==> src/rtl/counter_pkg.sv <==
// Shared constants and helpers for the modulo-N counter family.
package counter_pkg;

  localparam int DEF_MODULUS = 10;
  localparam int DEF_WIDTH   = 4;

  // Ceiling log2: bits needed to hold values 0..value-1.
  function automatic int clog2(input int unsigned value);
    int          r;
    int unsigned v;
    r = 0;
    v = value - 1;
    while (v > 0) begin
      r = r + 1;
      v = v >> 1;
    end
    return r;
  endfunction

endpackage

==> src/rtl/counter_modn.sv <==
// Cascadable up/down modulo-N counter with clear, checked parallel load,
// terminal-count/carry outputs, a wrap pulse and a sticky bad-load flag.
module counter_modn
  import counter_pkg::*;
#(
  parameter int MODULUS = DEF_MODULUS,
  parameter int WIDTH   = DEF_WIDTH
) (
  input  logic             clk,
  input  logic             res,
  input  logic             ena,
  input  logic             up,
  input  logic             clr,
  input  logic             load,
  input  logic [WIDTH-1:0] din,
  output logic [WIDTH-1:0] cnt,
  output logic             max,
  output logic             cout,
  output logic             wrap,
  output logic             err
);

  if (MODULUS < 2 || MODULUS > 65536) begin : g_bad_modulus
    $error("counter_modn: MODULUS must be in 2..65536");
  end
  if (WIDTH < clog2(MODULUS)) begin : g_bad_width
    $error("counter_modn: WIDTH too small for MODULUS");
  end

  // Terminal value held one bit wider so it compares cleanly against
  // extended arithmetic, including power-of-two moduli.
  localparam logic [WIDTH:0] TOP_V = (WIDTH+1)'(MODULUS - 1);

  logic [WIDTH-1:0] cnt_q, cnt_d;
  logic             wrap_q, wrap_d;
  logic             err_q, err_d;

  logic [WIDTH:0] cnt_ext;
  logic [WIDTH:0] inc_ext;
  logic [WIDTH:0] dec_ext;
  logic           at_top;
  logic           at_zero;
  logic           up_wraps;
  logic           dn_wraps;
  logic           din_ok;

  assign cnt_ext  = {1'b0, cnt_q};
  assign inc_ext  = cnt_ext + 1'b1;
  assign dec_ext  = cnt_ext - 1'b1;
  assign at_top   = (cnt_ext == TOP_V);
  assign at_zero  = (cnt_q == '0);
  // Wrap detection uses the extra bit: past the top going up, borrow going down.
  assign up_wraps = (inc_ext > TOP_V);
  assign dn_wraps = dec_ext[WIDTH];
  assign din_ok   = ({1'b0, din} <= TOP_V);

  always_comb begin
    cnt_d  = cnt_q;
    wrap_d = 1'b0;
    err_d  = err_q;
    if (clr) begin
      cnt_d = '0;
      err_d = 1'b0;
    end else if (load) begin
      if (din_ok) begin
        cnt_d = din;
      end else begin
        err_d = 1'b1;
      end
    end else if (ena) begin
      if (up) begin
        if (up_wraps) begin
          cnt_d  = '0;
          wrap_d = 1'b1;
        end else begin
          cnt_d = inc_ext[WIDTH-1:0];
        end
      end else begin
        if (dn_wraps) begin
          cnt_d  = TOP_V[WIDTH-1:0];
          wrap_d = 1'b1;
        end else begin
          cnt_d = dec_ext[WIDTH-1:0];
        end
      end
    end
  end

  always_ff @(posedge clk or posedge res) begin
    if (res) begin
      cnt_q  <= '0;
      wrap_q <= 1'b0;
      err_q  <= 1'b0;
    end else begin
      cnt_q  <= cnt_d;
      wrap_q <= wrap_d;
      err_q  <= err_d;
    end
  end

  assign cnt  = cnt_q;
  assign wrap = wrap_q;
  assign err  = err_q;
  assign max  = up ? at_top : at_zero;
  assign cout = max & ena & ~clr & ~load;

endmodule

==> config.mk <==
export PLATFORM = sky130hd
export DESIGN_NAME = counter_modn
export DESIGN_NICKNAME = d
export VERILOG_FILES = /design/src/rtl/counter_pkg.sv /design/src/rtl/counter_modn.sv
export SDC_FILE = /design/constraint.sdc
export NUM_CORES = 1
export LEC_CHECK = 0
export CAP_MARGIN = 10
export CORE_ASPECT_RATIO = 1.5
export CORE_UTILIZATION = 31
export DETAILED_ROUTE_END_ITERATION = 16
export SLEW_MARGIN = 20
export SYNTH_ARGS = -nofsm -noshare
export SYNTH_HDL_FRONTEND = slang
export SYNTH_SLANG_ARGS = --single-unit
==> constraint.sdc <==
create_clock -name clk -period 4 [get_ports clk]
set_clock_uncertainty 0.15 [all_clocks]
set_input_delay 0.4 -clock clk [delete_from_list [all_inputs] [get_ports clk]]
set_output_delay 0.4 -clock clk [all_outputs]
set_load 0.02 [all_outputs]
## Word level (Yosys, flattened, before mapping)

Index checks and enable logic that the tools add are counted.

- Multiplexer cells: 17
- Order comparisons: 2
- Reductions and logical operators: 5
- Add/sub/neg operators: 2
- Shifts and indexed selects: 0
- Bitwise operators: 5
- Div/mod/pow operators: 0
- Equal/unequal tests: 3
- $mul: 0

Operators with widths:

| operator | count |
|---|---|
| 2-to-1 mux 4 bit | 7 |
| 2-to-1 mux 1 bit | 10 |
| adder 4 x 1 -> 5 bit (second input constant) | 1 |
| > comparator 5 x 4 -> 1 bit (second input constant) | 1 |
| subtractor 4 x 1 -> 5 bit (second input constant) | 1 |
| == test 4 bit (second input constant) | 1 |
| less-or-equal comparator 4 bit (second input constant) | 1 |
| logical NOT 4 bit | 1 |
| AND reduction 2 bit | 2 |
| AND 1 bit | 3 |
| != test 3 x 2 -> 1 bit (second input constant) | 1 |
| nonzero test 3 bit | 1 |
| != test 2 bit (second input constant) | 1 |
| inverter 1 bit | 2 |
| nonzero test 2 bit | 1 |

- RAM bits: 0
- ROM bits: 0
- Word-level logic and storage cells: 37
- Memories kept: 0
- Bits of input ports: 10
- Bits in registers: 6
- Output and inout bits: 8
- Latch bits: 0

## Depth between registers and ports, before layout

Gate-level depths: netlist of the first run.

- Depth in word-level cells: 7
- Gate-level depth with buffers: 6
- Depth with buffers taken out: 6

## Worst setup path before layout of the first run

OpenSTA, ideal clock, no wires.

- Path type: reg-to-output
- Start: register cnt_q[0] (netlist: cnt[0])
- End: output cout
- Buffers on the path: 0
- Path slack: 1722 ps
- Data arrival time: 1728 ps
- Stages on the path, launching flop included: 7
- Required time: 3450 ps
- Cells stage by stage: dfrtp_1 > inv_1 > ha_1 > inv_1 > o31a_1 > nor2_1 > and3_1

- Cells in the longest elaborated chain, start to end: 5
- Elaborated cells on any way between the ends: 6
- Those cells by class: eq/ne (1); mux (1); bitwise (3); reduce/logical (1)

RTL lines:

| element | line | text |
|---|---|---|
| start, declared | counter_modn.sv:34 | `logic [WIDTH-1:0] cnt_q, cnt_d;` |
| start signal, assigned | counter_modn.sv:95 | `cnt_q <= cnt_d;` |
| == test 4 bit or logical NOT 4 bit (tied branches) | counter_modn.sv:50, counter_modn.sv:51 |  |
| 2-to-1 mux 1 bit * | counter_modn.sv:104 | `assign max = up ? at_top : at_zero;` |
| named net max | counter_modn.sv:17 | `output logic max,` |
| AND 1 bit * (3 in a row) | counter_modn.sv:105 | `assign cout = max & ena & ~clr & ~load;` |
| end, declared | counter_modn.sv:18 | `output logic cout,` |

Mark *: on every way through the listed nets, which the timed path passes. The rest lies on a longest branch.

## Worst setup path after layout of the first run

- Start: register cnt_q[1] (netlist: cnt[1])
- End: output cout

- Cells in the longest elaborated chain, start to end: 5
- Elaborated cells on any way between the ends: 6
- Those cells by class: eq/ne (1); mux (1); bitwise (3); reduce/logical (1)

RTL lines:

| element | line |
|---|---|
| == test 4 bit or logical NOT 4 bit (tied branches) | counter_modn.sv:50, counter_modn.sv:51 |
| 2-to-1 mux 1 bit * | counter_modn.sv:104 |
| AND 1 bit * (3 in a row) | counter_modn.sv:105 |

Every way passes the cells marked *; elsewhere a longest branch is shown, timed or not.

==> flow_summary.json, run 1 <==
{
  "number_of_warning_messages_in_the_yosys_log": 0,
  "clock_tree.htree_level_count": 1,
  "via_per_inst": 5.39,
  "placement_rows": 19,
  "pin_count": 18,
  "place.gp.congestion": 0.772,
  "critPathKind": "register to output port",
  "worstPathArrival_ns": 2.22,
  "grt_pass1_wl_um": 2370,
  "initial_utilization": 0.331,
  "inserted_clock_buffers": 3,
  "synth_top_flop_cell": "dfrtp_1",
  "cp_cell_sequence": "inv_1 > ha_1 > inv_1 > o31a_1 > nor2_1 > and3_1 > clkdlybuf4s50_1",
  "critical-path-slowest-cell": "clkdlybuf4s50_1",
  "path_common_cell": "inv_1",
  "synth.avg_cell_area_um2": 8.52,
  "class_of_the_tightest_hold_or_removal_check": "primary input to asynchronous set/reset pin",
  "post-cts-setup-buffers": 0,
  "power.switching_w": 0.0000860,
  "dominant_combinational_cell_family_by_area_after_synthesis": "compound AO/OA/AOI/OAI gates",
  "grt_pass1_vias": 553,
  "synthMostInstantiatedCell": "a21oi_1",
  "p_leak_nw": 0.323,
  "critPathMaxStageDelay_ns": 0.59,
  "antenna_left": 0,
  "synth_fa_ha_area_frac": 0.0816,
  "hpwl_um": 1090,
  "num-nets-final": 105,
  "flow.area_growth_from_synthesis_pct": 30.8,
  "synth_compound_gate_area_share": 0.292,
  "pwr-share-clk": 0.223,
  "power.share.switching": 0.366,
  "setup_tns_ns": 0,
  "critical_path.top_delay_family": "buffers and inverters",
  "drc": 0,
  "synthesis.instances": 72,
  "die-width_um": 38.3,
  "tritoncts_clock_tree": "yes",
  "detail_route.iter0.violations": 10,
  "largest_net_degree_at_the_start_of_global_routing": 16,
  "antennaDiodeCount": 0,
  "path_buf_inv": 3,
  "synthDominantAreaCellType": "dfrtp_1",
  "drtPass1Iterations": 4,
  "seq_power_share": 0.354,
  "drt_wl_cell_um": 12.7,
  "gr-usage-all-layers": 0.151,
  "globalRouteMet3Util": 0.0237,
  "grt_util_met2": 0.232,
  "floorplan.die.height_um": 56.5,
  "grt_util_met1": 0.203,
  "final-seq-area_um2": 150,
  "synth-simple-area-share": 0.214,
  "dieArea_mm2": 0.00216,
  "crit_path_end_kind": "output port",
  "cp_data_required_time_ns": 3.45,
  "max_freq_mhz": 361,
  "startpoint_type": "register",
  "report.final.setup_viol": 0,
  "mappedNetlistArea_um2": 613,
  "multi_input_area_um2": 407,
  "hold_violation_total_from_the_final_report": 0,
  "status": "finished clean",
  "power_frac_comb": 0.423,
  "synthArstFlopShare": 1.00,
  "fillerInstances": 198,
  "cts-hold-fix-buffers": 0,
  "synthDistinctLibCells": 36,
  "synth_top_cells_by_count": "8 x a21oi_1, 7 x inv_1, 6 x dfrtp_1",
  "clock_insertion_delay_worst_skew_ns": 0.24,
  "synth.area.mux_share": 0.0327,
  "wl_um": 1390,
  "clock_tree_root_driver_cell": "clkbuf_4",
  "final_min_period_over_clock_period": 0.693,
  "finalWorstPathRequiredPeriod_ns": 2.77,
  "cts_resized": 0,
  "cts_num_sinks": 6,
  "yosys.area.top_type_share": 0.245,
  "synth_area_leaders": "dfrtp_1 24%, ha_1 8.2%, a21oi_1 6.5%",
  "timing.max_cap.violations": 0,
  "post_synth_xor_area_fraction": 0.0429,
  "crit_fanout": 6,
  "number_of_port_buffers": 17,
  "clock_path_buffers": 2,
  "synth_sequential_area_ratio": 0.245,
  "p_int_w": 0.000149,
  "grt_antenna_before_repair": 0,
  "synth-edff-count": 0,
  "worst-slew-pin-transition_ns": 0.501,
  "worst_ir_drop_vdd_v": 0.000105,
  "worst_setup_hold_path_clk_slew_ns": 0.04,
  "synthesis.nets": 86,
  "power_density_mw_per_mm2": 293,
  "fin_hold_ws_ns": 0.221,
  "unrepaired_setup_endpoints_after_global_routing": "false",
  "final_layout_size_suffix_gt1_frac": 0.0787,
  "grt_overflow": 0,
  "utilization": 0.433,
  "ys_seq_elements": 6,
  "report.final.slew_viol_count": 0,
  "coreArea_mm2": 0.00185,
  "max_slew_margin": 0.666,
  "routed-via-count": 593,
  "busiest_layer_in_global_routing": "met2"
}
registers in the layout (all words and copies together) (netlist names):
name  cells
cnt       4
wrap      1
err       1
routing by layer:
layer	vias to the layer above	share of wire
li1	307	-
met1	275	0.44
met2	11	0.54
met3	0	0.021
met4	0	0
met5	-	0
layout by cell type (no fill, tap or decap), types with 2 or more instances in the layout:
| master | count |
|---|---|
| a31oi_1 | 2 |
| dfrtp_1 | 6 |
| o21ai_1 | 2 |
| nand3_1 | 2 |
| mux2i_1 | 2 |
| clkbuf_4 | 3 |
| o211ai_1 | 2 |
| o31ai_1 | 2 |
| xor2_1 | 2 |
| ha_1 | 4 |
| a21oi_1 | 8 |
| nor2_1 | 5 |
| nand2_1 | 2 |
| inv_1 | 7 |
| clkdlybuf4s50_1 | 17 |
| o21ai_0 | 2 |
| nor4bb_1 | 2 |
path summary, 6_finish.rpt:
path,start,endpoint,slack (ns),cells after the start
worst max-delay path,cnt[1]$_DFFE_PP0P_,cout,1.23,7
worst min-delay path,res,err$_DFFE_PP0P_,0.22,2
worst max register to register,cnt[0]$_DFFE_PP0P_,cnt[3]$_DFFE_PP0P_,1.84,6
worst min register to register,err$_DFFE_PP0P_,err$_DFFE_PP0P_,0.37,2
max in group asynchronous,res,cnt[3]$_DFFE_PP0P_,3.30,2
min in group clk,err$_DFFE_PP0P_,err$_DFFE_PP0P_,0.37,2
cell families after synthesis:
group / Yosys count
flip-flops: 6
AND/OR/NAND/NOR: 21
adder cells (fa/ha/maj): 4
AO/OA/AOI/OAI: 26
XOR/XNOR: 3
buffers and inverters: 10
multiplexers: 2
through the flow:
step / cells / total power [W] / cell area, µm² / setup WS (ns)
2_1_floorplan: 72 / 0.000147 / 613 / 1.72
3_3_place_gp: 107 / 0.000183 / 779 / 1.27
3_5_place_dp: 107 / 0.000184 / 779 / 1.25
4_1_cts: 110 / 0.000238 / 802 / 1.21
5_1_grt: 110 / 0.000253 / 802 / 1.06
6_report: 110 / 0.000235 / 802 / 1.23
power groups by stage:
| stage | Combinational, W | Clock, W | Sequential (W) |
|---|---|---|---|
| 2_1_floorplan | 0.0000644 | 0 | 0.0000830 |
| 3_3_place_gp | 0.0000989 | 0 | 0.0000844 |
| 3_5_place_dp | 0.0000992 | 0 | 0.0000847 |
| 4_1_cts | 0.0000995 | 0.0000550 | 0.0000837 |
| 5_1_grt | 0.000109 | 0.0000579 | 0.0000858 |
| 6_report | 0.0000995 | 0.0000524 | 0.0000834 |
worst register-to-register path, delay by kind of cell (launching register included):
family / cells / cell delay, ns
buffers and inverters: 1 / 0.14
adders and majority gates: 1 / 0.35
DFF: 1 / 0.52
AOI/OAI and AO/OA: 3 / 0.73
and+or+nand+nor: 1 / 0.15
area by class of cell:
type,instances,area share
inverter,7,0.0328
multi-input combinational,56,0.507
timing repair buffer,17,0.212
sequential,6,0.187
tap,21,0.0328
clock buffer,3,0.0281
Note: power is estimated with default switching activity, not from simulation.
==> inputs of run 2 (changes only) <==
- clock period: 4 -> 2.5 ns (I/O delays scaled with it)
==> flow_summary.json, run 2 (synthesis results as in run 1) <==
{
  "place.gp.congestion": 0.834,
  "largest_net_degree_at_the_start_of_global_routing": 16,
  "grt_pass1_wl_um": 2640,
  "timing.max_cap.violations": 0,
  "startpoint_type": "register",
  "cp_data_required_time_ns": 2.10,
  "finalWorstPathRequiredPeriod_ns": 2.37,
  "hpwl_um": 1200,
  "worstPathArrival_ns": 1.97,
  "flow.area_growth_from_synthesis_pct": 38.0,
  "hold_violation_total_from_the_final_report": 0,
  "cp_cell_sequence": "inv_1 > ha_1 > inv_1 > o31a_1 > nor2_1 > clkdlybuf4s50_1",
  "clock_insertion_delay_worst_skew_ns": 0.25,
  "most-common-layout-cells": "16 x clkdlybuf4s50_1, 8 x a21oi_1, 7 x inv_1",
  "antenna_left": 0,
  "largest_register_ff_count": 4,
  "wl_um": 1520,
  "inserted_clock_buffers": 3,
  "setup_tns_ns": 0,
  "post-cts-setup-buffers": 0,
  "report.final.setup_viol": 0,
  "critPathMaxStageDelay_ns": 0.63,
  "worst_slack_ns": 0.126,
  "clock_path_buffers": 2,
  "fin_hold_ws_ns": 0.0676,
  "die-width_um": 38.3,
  "detail_route.iter0.violations": 11,
  "worst_ir_drop_vdd_v": 0.000180,
  "status": "finished clean",
  "num-nets-final": 111,
  "worst-slew-pin-transition_ns": 0.531,
  "layout.cells.most_common": "clkdlybuf4s50_1",
  "clock_tree.htree_level_count": 1,
  "pin_count": 18,
  "tritoncts_clock_tree": "yes",
  "placement_cell_area_um2": 825,
  "fillerInstances": 195,
  "crit_path_end_kind": "output port",
  "utilization": 0.456,
  "grt_antenna_before_repair": 0,
  "grt_overflow": 0,
  "path_common_cell": "inv_1",
  "drc": 0,
  "critPathKind": "register to output port",
  "via_per_inst": 5.34,
  "class_of_the_tightest_hold_or_removal_check": "primary input to asynchronous set/reset pin",
  "worst_setup_hold_path_clk_slew_ns": 0.05,
  "routed-via-count": 619,
  "drtPass1Iterations": 4,
  "coreArea_mm2": 0.00185,
  "post-route-cell-area_um2": 846,
  "unrepaired_setup_endpoints_after_global_routing": "false",
  "initial_utilization": 0.331,
  "number_of_port_buffers": 17,
  "crit_fanout": 5,
  "cts-hold-fix-buffers": 0,
  "clock_tree_root_driver_cell": "clkbuf_4",
  "critical-path-slowest-cell": "clkdlybuf4s50_1",
  "max_slew_margin": 0.646,
  "pre_cts_slack_ns": 0.255,
  "gr-usage-all-layers": 0.173,
  "grt_pass1_vias": 588,
  "report.final.slew_viol_count": 0,
  "power_density_mw_per_mm2": 470,
  "final_layout_size_suffix_gt1_frac": 0.137,
  "p_leak_nw": 0.358,
  "drt_wl_cell_um": 13.1,
  "cts_num_sinks": 6,
  "floorplan.die.height_um": 56.5,
  "cts_resized": 1,
  "dieArea_mm2": 0.00216,
  "antennaDiodeCount": 0,
  "final_min_period_over_clock_period": 0.950,
  "max_freq_mhz": 421,
  "placement_rows": 19
}
## run 2: cell types whose count changed in the layout (fill, tap and decap cells not counted)
cell	delta
clkdlybuf4s50_1	-1
dlygate4sd2_1	+1
buf_4	+6
## run 2: final timing paths
path	start	to	slack (ns)	depth (start not counted)
worst max register to register	cnt[0]$_DFFE_PP0P_	cnt[3]$_DFFE_PP0P_	0.58	6
min in group clk	err$_DFFE_PP0P_	err$_DFFE_PP0P_	0.36	2
max in group asynchronous	res	cnt[3]$_DFFE_PP0P_	1.94	2
worst min-delay path	res	wrap$_DFF_PP0_	0.07	2
worst max-delay path	cnt[1]$_DFFE_PP0P_	max	0.13	6
worst min register to register	err$_DFFE_PP0P_	err$_DFFE_PP0P_	0.36	2
## run 2: through the flow
step                power [W]  std cells
finish               0.000398        116
global route         0.000423        116
CTS                  0.000399        116
detailed placement   0.000309        113
global placement     0.000307        113
floorplan            0.000236         72
## run 2: layout make-up
cell class,count,area [µm²],area share
multi-input combinational,56,407,0.481
clock buffer,3,22.5,0.0266
tap,21,26.3,0.0311
sequential,6,150,0.178
inverter,7,26.3,0.0311
timing repair buffer,23,214,0.253
## run 2: power breakdown
| part | internal (W) | total (W) | leakage, nW | switching, W |
|---|---|---|---|---|
| clock | 0.0000544 | 0.0000910 | 0.0138 | 0.0000366 |
| sequential | 0.000107 | 0.000119 | 0.0796 | 0.0000125 |
| combinational | 0.0000890 | 0.000187 | 0.265 | 0.0000983 |
## run 2: layer usage
metal,share of wire,GRT usage
met2,0.56,0.293
met3,0.023,0.0237
met5,0,0
met1,0.40,0.198
met4,0.015,0.0918
## run 2: critical path: cells and delay by family, from the launching register on
family                     cells  cell delay, ns
adders and majority gates      1            0.17
buffers and inverters          3            0.82
AOI/OAI and AO/OA              1            0.26
and+or+nand+nor                1            0.11
DFF                            1            0.37
==> inputs of run 3 (changes only) <==
- CORE_MARGIN: default -> 8
==> flow_summary.json, run 3 (synthesis results as in run 1) <==
{
  "status": "finished clean",
  "clock_insertion_delay_worst_skew_ns": 0.24,
  "grt_pass1_vias": 613,
  "layout.cells.most_common": "clkdlybuf4s50_1",
  "drc": 0,
  "pin_count": 18,
  "report.final.slew_viol_count": 0,
  "worst_setup_hold_path_clk_slew_ns": 0.04,
  "grt_pass1_wl_um": 2480,
  "inserted_clock_buffers": 3,
  "floorplan.die.height_um": 70.5,
  "worst-slew-pin-transition_ns": 0.360,
  "flow.area_growth_from_synthesis_pct": 39.6,
  "coreArea_mm2": 0.00185,
  "power_density_mw_per_mm2": 462,
  "tritoncts_clock_tree": "yes",
  "critical_path.top_delay_family": "buffers and inverters",
  "grt_overflow": 0,
  "most-common-layout-cells": "15 x clkdlybuf4s50_1, 8 x a21oi_1, 7 x inv_1, 7 x buf_4, 6 x dfrtp_1",
  "final_layout_size_suffix_gt1_frac": 0.146,
  "num-nets-final": 112,
  "critical-path-slowest-cell": "dfrtp_1",
  "hpwl_um": 1340,
  "critPathMaxStageDelay_ns": 0.37,
  "cp_data_required_time_ns": 2.10,
  "worst_ir_drop_vdd_v": 0.000213,
  "setup_tns_ns": 0,
  "place.gp.congestion": 0.820,
  "finalWorstPathRequiredPeriod_ns": 2.23,
  "crit_path_end_kind": "output port",
  "wl_um": 1630,
  "utilization": 0.462,
  "grt_util_met1": 0.0907,
  "timing.max_cap.violations": 0,
  "path_buf_inv": 3,
  "path_depth": 7,
  "detail_route.iter0.violations": 9,
  "path_common_cell": "inv_1",
  "clock_tree_root_driver_cell": "clkbuf_4",
  "globalRouteMet3Util": 0.0106,
  "hold_violation_total_from_the_final_report": 0,
  "p_leak_nw": 0.378,
  "endpoint_of_the_most_critical_register_to_register_path": "cnt[3]$_DFFE_PP0P_",
  "setup.reg_to_reg.worst_slack_ns": 0.53,
  "startpoint_type": "register",
  "fillerInstances": 189,
  "number_of_port_buffers": 17,
  "post-route-cell-area_um2": 856,
  "antennaDiodeCount": 0,
  "placement_rows": 19,
  "final-seq-area_um2": 150,
  "antenna_left": 0,
  "gr-usage-all-layers": 0.0858,
  "crit_fanout": 5,
  "worst_r2r_path_depth": 6,
  "cp_cell_sequence": "inv_1 > ha_1 > inv_1 > o31a_1 > nor2_1 > and3_1 > dlygate4sd2_1",
  "routed-via-count": 613,
  "via_per_inst": 5.24,
  "grt_util_met2": 0.146,
  "unrepaired_setup_endpoints_after_global_routing": "false",
  "busiest_layer_in_global_routing": "met2",
  "class_of_the_tightest_hold_or_removal_check": "primary input to asynchronous set/reset pin",
  "report.final.setup_viol": 0,
  "clock_path_buffers": 2,
  "initial_utilization": 0.331,
  "grt_antenna_before_repair": 0,
  "max_slew_margin": 0.754,
  "dieArea_mm2": 0.00369,
  "worst_r2r_startpoint": "cnt[0]$_DFFE_PP0P_",
  "drt_wl_cell_um": 13.9,
  "placement_cell_area_um2": 832,
  "largest_register_ff_count": 4,
  "clock_tree.htree_level_count": 1,
  "multi_input_area_um2": 407,
  "drtPass1Iterations": 4,
  "final_min_period_over_clock_period": 0.893,
  "critPathKind": "register to output port",
  "worstPathArrival_ns": 1.83,
  "die-width_um": 52.3,
  "max_freq_mhz": 448,
  "cts_num_sinks": 6,
  "largest_net_degree_at_the_start_of_global_routing": 13
}
[run 3: cell count changes in the layout (fill, tap and decap cells not counted), sizes merged]
cell / change
dlymetal6s2s: +1
clkdlybuf4s50: -1
buf: +1
[run 3: timing repair]
action | CTS | global route
cloned | 0 | 0
setup buffers | 0 | 0
setup endpoints to repair | 1 | 1
gates resized for setup | 1 | 1
hold buffers | 0 | 0
[run 3: layout make-up]
type,instances,share of cell area
Clock buffer,3,0.0263
Sequential cell,6,0.175
Inverter,7,0.0307
Timing Repair Buffer,24,0.262
Tap cell,21,0.0307
Multi-Input combinational cell,56,0.475
[run 3: through the flow]
step	worst slack, ns	total power, W	std cells	hold WS (ns)
after floorplan	0.372	0.000236	72	-0.109
after global placement	0.270	0.000311	114	0.324
after detailed placement	0.253	0.000312	114	0.327
after CTS	0.105	0.000400	117	0.0704
after global routing	0.110	0.000421	117	0.0966
final	0.267	0.000396	117	0.0736
[run 3: where the power goes]
part	total, W	switching [W]	leakage (nW)	internal (W)
sequential	0.000116	0.00000914	0.0796	0.000107
combinational	0.000194	0.000104	0.285	0.0000905
clock	0.0000850	0.0000310	0.0138	0.0000540
total	0.000396	0.000144	0.378	0.000252
[run 3: metal layers]
metal,vias to the layer above,wire length (µm)
met3,2,49
met1,280,711
met4,0,22
met5,-,0
li1,319,-
met2,12,847
[run 3: worst max-delay path by stage]
stage | slack, ns | start | endpoint
2_1_floorplan | 0.37 | cnt[0]$_DFFE_PP0P_ | cout
3_3_place_gp | 0.27 | cnt[1]$_DFFE_PP0P_ | cout
3_5_place_dp | 0.25 | cnt[1]$_DFFE_PP0P_ | cout
4_1_cts | 0.11 | cnt[1]$_DFFE_PP0P_ | max
5_1_grt | 0.11 | cnt[1]$_DFFE_PP0P_ | cout
6_report | 0.27 | cnt[1]$_DFFE_PP0P_ | cout
